**config.mk**
```make
export PLATFORM = sky130hd
export DESIGN_NAME = conware_engine
export DESIGN_NICKNAME = d
export VERILOG_FILES = /design/src/rtl/conware_engine.sv
export SDC_FILE = /design/constraint.sdc
export NUM_CORES = 1
export LEC_CHECK = 0
export CAP_MARGIN = 20
export CORE_UTILIZATION = 60
export CTS_CLUSTER_SIZE = 10
export DETAILED_ROUTE_END_ITERATION = 10
export PLACE_DENSITY = 0.93
export SYNTH_ARGS = -nofsm -noshare
export SYNTH_HDL_FRONTEND = slang
export SYNTH_SLANG_ARGS = --single-unit
```
**constraint.sdc**
```tcl
create_clock -name clk -period 11.81 [get_ports clk]
set_clock_uncertainty 0.1 [all_clocks]
set_input_delay 1.181 -clock clk [delete_from_list [all_inputs] [get_ports clk]]
set_output_delay 1.181 -clock clk [all_outputs]
set_load 0.02 [all_outputs]
```
**src/rtl/conware_engine.sv**
```systemverilog
// conware_engine: Game-of-Life generation engine.
// Loads a seed board, emits it, then computes each following generation one cell per
// clock and emits each result over a valid/ready handshake.
// Ports:
//   clk, rst              clock, synchronous active-high reset
//   in_data/in_valid      seed board (cell (x,y) at bit y*WIDTH+x) and its valid
//   in_ready              engine can accept a seed (IDLE or HOLD, gated by rst)
//   run                   level; keep advancing generations while high
//   out_data/out_valid    current generation and its valid
//   out_ready             downstream accepts out_data
//   generation            index of the board in out_data (seed = 0)
module conware_engine #(
  parameter int WIDTH  = 4,
  parameter int HEIGHT = 4,
  parameter int WRAP   = 0
) (
  input  logic                      clk,
  input  logic                      rst,
  input  logic [WIDTH*HEIGHT-1:0]   in_data,
  input  logic                      in_valid,
  output logic                      in_ready,
  input  logic                      run,
  output logic [WIDTH*HEIGHT-1:0]   out_data,
  output logic                      out_valid,
  input  logic                      out_ready,
  output logic [31:0]               generation
);

  localparam int N    = WIDTH * HEIGHT;
  localparam int IdxW = (N > 1) ? $clog2(N) : 1;
  localparam logic [IdxW-1:0] LastIdx = IdxW'(N - 1);

  localparam logic [1:0] StIdle    = 2'd0;
  localparam logic [1:0] StEmit    = 2'd1;
  localparam logic [1:0] StCompute = 2'd2;
  localparam logic [1:0] StHold    = 2'd3;

  logic [1:0]      state_q, state_d;
  logic [N-1:0]    cur_q, cur_d;
  logic [N-1:0]    nxt_q, nxt_d;
  logic [IdxW-1:0] idx_q, idx_d;
  logic [31:0]     gen_q, gen_d;

  // Neighbour count for cell idx_q, always read from cur_q (previous generation).
  logic [3:0]   cnt;
  logic         alive;
  logic [N-1:0] nxt_upd;
  int           cx, cy, nx, ny;
  logic         inb;

  always_comb begin
    cnt = 4'd0;
    cx  = int'(idx_q) % WIDTH;
    cy  = int'(idx_q) / WIDTH;
    nx  = 0;
    ny  = 0;
    inb = 1'b0;
    for (int dy = -1; dy <= 1; dy++) begin
      for (int dx = -1; dx <= 1; dx++) begin
        if (!(dx == 0 && dy == 0)) begin
          nx  = cx + dx;
          ny  = cy + dy;
          inb = 1'b1;
          if (WRAP != 0) begin
            if (nx < 0) nx = WIDTH - 1;
            else if (nx >= WIDTH) nx = 0;
            if (ny < 0) ny = HEIGHT - 1;
            else if (ny >= HEIGHT) ny = 0;
          end else if (nx < 0 || nx >= WIDTH || ny < 0 || ny >= HEIGHT) begin
            inb = 1'b0;
          end
          if (inb) begin
            if (cur_q[ny * WIDTH + nx]) cnt = cnt + 4'd1;
          end
        end
      end
    end
    alive   = (cnt == 4'd3) | (cur_q[idx_q] & (cnt == 4'd2));
    nxt_upd = nxt_q;
    nxt_upd[idx_q] = alive;
  end

  always_comb begin
    state_d = state_q;
    cur_d   = cur_q;
    nxt_d   = nxt_q;
    idx_d   = idx_q;
    gen_d   = gen_q;
    unique case (state_q)
      StIdle: begin
        if (in_valid) begin
          cur_d   = in_data;
          gen_d   = 32'd0;
          state_d = StEmit;
        end
      end
      StEmit: begin
        if (out_ready) begin
          if (run) begin
            idx_d   = '0;
            state_d = StCompute;
          end else begin
            state_d = StHold;
          end
        end
      end
      StCompute: begin
        nxt_d = nxt_upd;
        if (idx_q == LastIdx) begin
          // Last cell's result is folded in directly since nxt_q is not yet updated.
          cur_d   = nxt_upd;
          gen_d   = gen_q + 32'd1;
          state_d = StEmit;
        end else begin
          idx_d = idx_q + 1'b1;
        end
      end
      StHold: begin
        // A new seed wins over resuming.
        if (in_valid) begin
          cur_d   = in_data;
          gen_d   = 32'd0;
          state_d = StEmit;
        end else if (run) begin
          idx_d   = '0;
          state_d = StCompute;
        end
      end
      default: state_d = StIdle;
    endcase
  end

  always_ff @(posedge clk) begin
    if (rst) begin
      state_q <= StIdle;
      cur_q   <= '0;
      nxt_q   <= '0;
      idx_q   <= '0;
      gen_q   <= 32'd0;
    end else begin
      state_q <= state_d;
      cur_q   <= cur_d;
      nxt_q   <= nxt_d;
      idx_q   <= idx_d;
      gen_q   <= gen_d;
    end
  end

  assign in_ready   = ~rst & ((state_q == StIdle) | (state_q == StHold));
  assign out_valid  = (state_q == StEmit);
  assign out_data   = cur_q;
  assign generation = gen_q;

endmodule

```
# Word level (Yosys, flattened, before mapping)
# Cells that the tools add are included.
classes:
  muxes: 63
  div_mod_pow: 0
  n_mul: 0
  reduce_logical: 27
  shifts: 0
  n_addsub: 21
  n_eq_ne: 13
  n_bitwise: 5
  order_cmp: 22
ops:
  columns: ["cell", "n"]
  rows:
  - ["32-bit by 6-bit < comparator with 1-bit output, second input constant", 7]
  - ["4-bit 2-to-1 mux", 18]
  - ["32-bit 2-to-1 mux", 2]
  - ["32-bit case mux with 2 select lines", 1]
  - ["1-bit binary-select mux with 4-bit select", 9]
  - ["32-bit by 1-bit adder with 32-bit output, second input constant", 1]
  - ["32-bit by 3-bit adder with 32-bit output", 1]
  - ["4-bit by 1-bit adder with 4-bit output, second input constant", 8]
  - ["5-bit by 32-bit adder with 32-bit output", 1]
  - ["16-bit 2-to-1 mux", 2]
  - ["16-bit case mux with 2 select lines", 1]
  - ["6-bit by 4-bit adder with 7-bit output", 3]
  - ["1-bit 2-to-1 mux", 21]
  - ["1-bit logical OR", 19]
  - ["16-bit bitwise mux", 1]
  - ["4-bit case mux with 3 select lines", 1]
  - ["2-bit 2-to-1 mux", 5]
  - ["3-bit by 1-bit adder with 4-bit output, second input constant", 2]
  - ["4-bit by 2-bit == test with 1-bit output, second input constant", 2]
  - ["4-bit greater-or-equal comparator, second input constant", 2]
  - ["4-bit by 1-bit < comparator with 1-bit output, second input constant", 2]
  - ["2-bit != test, second input constant", 4]
  - ["2-bit case mux with 4 select lines", 1]
  - ["4-bit AND reduction", 2]
  - ["other kinds (26)", 35]
word_totals:
  latchBits: 0
  n_memories: 0
  wordCells: 156
  romBits: 0
  register_bits: 70
  in_bits: 21
  ramBits: 0

# Depth between registers and ports, before layout
depth:
  word_depth: 34
  ltp_mapped: 31
  mapped_depth_nobuf: 26

# Worst setup path after synthesis
# No wires, ideal clock.
synth_path:
  path_kind: "flip-flop to flip-flop"
  from: "register idx_q[0]"
  to: "register nxt_q[0]"
  t_required_ns: 11.614
  slack_ns: 4.051
  path_stages_with_launch: 32
  path_buffers: 5
  setup_time_ns: 0.096
  period_less_slack_ns: 7.759
  arrival_ns: 7.563
  path_cell_list: "dfxtp_1 > buf_2 > buf_2 > inv_1 > ha_1 > buf_2 > buf_4 > mux2i_1 > mux4_2 > nor2b_1 > a2111oi_0 > ha_1 > nor2b_1 > ha_1 > nor2b_1 > mux2_2 > ha_1 > mux2_2 > ha_1 > mux2_2 > ha_1 > mux2_2 > ha_1 > a221oi_2 > inv_1 > ha_1 > xor3_1 > o32a_1 > nor3b_1 > mux2i_1 > buf_2 > o41ai_2"
synth_between:
  elab_chain_cells: 32
synth_lines:
  columns: ["element", "line_no", "text"]
  rows:
  - ["from (decl)", "41", "logic [IdxW-1:0] idx_q, idx_d;"]
  - ["from (signal assigned)", "144", "idx_q <= idx_d;"]
  - ["3-bit by 1-bit adder with 4-bit output", "61", "nx = cx + dx;"]
  - ["6-bit by 4-bit adder with 7-bit output", "73", "if (cur_q[ny * WIDTH + nx]) cnt = cnt + 4'd1;"]
  - ["1-bit binary-select mux with 4-bit select", "73", null]
  - ["1-bit 2-to-1 mux (not written as such) (2 in series)", "73", null]
  - ["1-bit 2-to-1 mux", "73", null]
  - ["1-bit 2-to-1 mux", "72", "if (inb) begin"]
  - ["4-bit by 1-bit adder with 4-bit output", "73", null]
  - ["4-bit 2-to-1 mux", "73", null]
  - ["[15 not listed]", null, null]
  - ["4-bit 2-to-1 mux", "72", null]
  - ["4-bit by 1-bit adder with 4-bit output", "73", null]
  - ["4-bit 2-to-1 mux", "73", null]
  - ["4-bit 2-to-1 mux", "72", null]
  - ["4-bit by 2-bit == test with 1-bit output", "78", "alive = (cnt == 4'd3) | (cur_q[idx_q] & (cnt == 4'd2));"]
  - ["1-bit bitwise AND", "78", null]
  - ["1-bit OR", "78", null]
  - ["16-bit bitwise mux (*)", "80", "nxt_upd[idx_q] = alive;"]
  - ["to (signal assigned)", "143", "nxt_q <= nxt_d;"]
  - ["to (decl)", "40", "logic [N-1:0] nxt_q, nxt_d;"]
# Every way passes the cells marked *; elsewhere a longest branch is shown, timed or not. The select of a mux whose other input is x is not followed.
# A chain may end at the register's enable or synchronous reset.

# Worst setup path after layout
layout_path:
  from: "register idx_q[0]"
  to: "register nxt_q[7]"
# The elaborated chain is that of the path after synthesis.

==> reports/metrics.yaml <==
status: "complete, no violations"
tns_ns: 0
finalHoldViolCount: 0
hpwl_mm: 9.92
nFillCells: 585
rows: 33
numCtsBuffers: 9
tightest_slew_ns: 1.03
cts_hold_buf: 0
arrival_ns: 9.59
worstReg2RegEnd: "nxt_q[7]$_SDFFE_PP0P_"
wl_per_cell_um: 19.0
crit_fanout: 30
p_comb_share_pct: 50.4
final_cell_mix: "nand2_1, dfxtp_1, clkdlybuf4s50_1, nor2_1, nand3_1"
final_common_cell: "nand2_1"
vias: 5055
drive_gt1_share_pct: 9.82
cts_sinks: 70
post_cts_resized: 0
grt_max_degree: 35
swShare_pct: 45.4
synthFlopType: "dfxtp_1"
ys_ff_latch: 70
ir_worst_vdd_v: 0.000138
synth_seq_area_share_pct: 27.7
met2_usage_pct: 53.9
crit_start: "idx_q[0]$_SDFFE_PP0P_"
synth_area_um2: 5060
synth_edf_count: 0
cap_violations: 0
endpoint: "nxt_q[7]$_SDFFE_PP0P_"
path_clk_slew_ns: 0.08
top_usage_layer: "met2"
cp.required_ns: 11.95
holdCritPathClass: "reg2reg"
die-area_um2: 8810
gp_congestion: 0.931
p_int_w: 0.000636
core_um2: 8180
power_frac_seq_pct: 30.9
nets: 693
powerDensity_nw_per_um2: 195
die_width_um: 93.9
grt_pass1_wl_mm: 22.8
synth.avg_cell_area_um2: 8.40
final_util_pct: 72.9
rsz0062_at_grt: "no"
startpoint_type: "flop"
ys_types: 55
ant_nets: 0
timing.fmax_mhz: 106
placed_cells: 741
worstRegToRegCells: 27
drcViolationCount: 0
worst_slack_ns: 2.36
htreeDepth: 3
synthesis.nets: 649
ioPinCount: 71
relSlewSlack_pct: 31.5
clockBufferDepth: 2
first_global_vias: 4742
post-cts-setup-buffers: 0
clk_latency_ns: 0.35
globalRouteOverflowTotal: 0
syn2layout_area_growth_pct: 17.7
die_y_um: 93.9
fin_cells: 757
min_period_ns: 9.45
antenna_found_initial: 0
r2r_setup_slack_ns: 2.36
drt_pass1_iterations: 7
syn_inst: 603
cts_root_buffer: "clkbuf_8"
p_leak_nw: 2.06
vias_per_cell: 6.68
path_class: "reg2reg"
grtUsageMet1_pct: 40.4
r2r_start: "idx_q[0]$_SDFFE_PP0P_"
diodes: 0
cts_tree: "built"
drv_slew: 0
setup.worst_path.end_class: "flop"
met3_usage_pct: 6.55
synthArstFlopShare_pct: 0
clkPwrFrac_pct: 18.7
pre_cts_ws_ns: 2.61
setup_viol: 0
initial_utilization_pct: 62.0
portBuffers: 70
grt.total_usage_pct: 33.0
finalWirelength_mm: 14.4
p_sw_w: 0.000528
finalCritPeriodShare_pct: 80.0
synth.yosys.warnings: 0
dr.first_iter.drc_count: 466
## synth_stat cells (3+ instances only)
| cell type | n | area [um^2] |
|---|---|---|
| nor2b_1 | 9 | 56.3 |
| nand4_1 | 6 | 37.5 |
| o211ai_1 | 5 | 37.5 |
| dfxtp_1 | 70 | 1400 |
| buf_2 | 10 | 50.1 |
| nor2_1 | 47 | 176 |
| o31ai_1 | 15 | 113 |
| nor3b_1 | 4 | 30.0 |
| xor2_1 | 19 | 166 |
| nor3_1 | 7 | 35.0 |
| ha_1 | 25 | 313 |
| o21ai_0 | 10 | 50.1 |
| a31oi_1 | 6 | 37.5 |
| a21oi_1 | 33 | 165 |
| mux2i_1 | 23 | 230 |
| mux4_2 | 17 | 383 |
| nand2_1 | 80 | 300 |
| nand3_1 | 41 | 205 |
| mux2_2 | 8 | 90.1 |
| xnor2_1 | 20 | 175 |
| nand2b_1 | 4 | 25.0 |
| o22ai_1 | 17 | 106 |
| or3_1 | 8 | 50.1 |
| inv_1 | 16 | 60.1 |
| or2_2 | 15 | 93.8 |
| o221ai_1 | 15 | 131 |
| clkbuf_1 | 26 | 97.6 |
| and3_1 | 7 | 43.8 |
| and2_1 | 3 | 18.8 |
| a211oi_1 | 6 | 45.0 |
## per-layer routing
layer / vias to the layer above / wire (um)
met5: - / 0
met4: 0 / 671
met3: 71 / 1250
met2: 303 / 7020
met1: 2407 / 5410
li1: 2274 / -
## area by class of cell
type,count,area (um^2),area share (%)
tap,105,131,2.20
multi-input combinational,477,3430,57.5
sequential,70,1400,23.5
clock inverter,7,97.6,1.64
clock buffer,9,124,2.08
inverter,17,63.8,1.07
timing repair buffer,72,716,12.0
## power groups by stage
stage               clock network [W]  logic (W)  registers, W
floorplan                           0   0.000380      0.000355
global placement                    0   0.000541      0.000354
detailed placement                  0   0.000567      0.000358
CTS                          0.000218   0.000574      0.000353
global route                 0.000229   0.000627      0.000358
finish                       0.000218   0.000586      0.000359
## cells by family (layout without fill, tap and decap cells)
logic type | Yosys count | after routing | share of synthesized area (%)
and+or+nand+nor | 240 | 240 | 22.6
AOI/OAI and AO/OA | 119 | 119 | 16.0
DFF | 70 | 70 | 27.7
buffers and inverters | 56 | 105 | 4.69
muxes | 49 | 49 | 14.1
xor gates and xnor gates | 44 | 44 | 8.77
adders and majority gates | 25 | 25 | 6.18
## state kept, by name, summed over array words and instances (netlist names)
signal / count
generation: 32
idx_q: 4
out_data: 16
state_q: 2
nxt_q: 16
## worst min path at each step
stage,slack [ns],startpoint,endpoint,cells past startpoint
finish,0.38,nxt_q[6]$_SDFFE_PP0P_,nxt_q[6]$_SDFFE_PP0P_,2
global route,0.40,nxt_q[14]$_SDFFE_PP0P_,nxt_q[14]$_SDFFE_PP0P_,2
CTS,0.38,nxt_q[6]$_SDFFE_PP0P_,nxt_q[6]$_SDFFE_PP0P_,2
detailed placement,0.37,nxt_q[6]$_SDFFE_PP0P_,nxt_q[6]$_SDFFE_PP0P_,2
global placement,0.35,nxt_q[13]$_SDFFE_PP0P_,nxt_q[13]$_SDFFE_PP0P_,2
floorplan,0.35,nxt_q[10]$_SDFFE_PP0P_,nxt_q[10]$_SDFFE_PP0P_,2
## worst max-delay path, stage by stage (launching register included)
cell,delay (ns)
dfxtp_1,0.94
inv_1,0.36
ha_1,1.06
mux2i_1,0.26
mux4_2,0.53
nor2b_1,0.15
a2111oi_0,0.49
ha_1,0.33
nor2b_1,0.15
ha_1,0.31
nor2b_1,0.13
mux2_2,0.28
ha_1,0.28
mux2_2,0.28
ha_1,0.27
mux2_2,0.31
ha_1,0.31
mux2_2,0.28
ha_1,0.29
a221oi_2,0.34
inv_1,0.09
ha_1,0.20
xor3_1,0.38
o32a_1,0.23
nor3b_1,0.28
mux2i_2,0.12
buf_4,0.25
o31ai_1,0.34
## metrics by stage
stage	power, W	cell area (um^2)	hold slack (ns)
final	0.00116	5960	0.380
after global routing	0.00121	5960	0.402
after CTS	0.00114	5960	0.382
after detailed placement	0.000925	5740	0.370
after global placement	0.000896	5740	0.355
after floorplan	0.000734	5060	0.345
(Power assumes the default switching activity.)
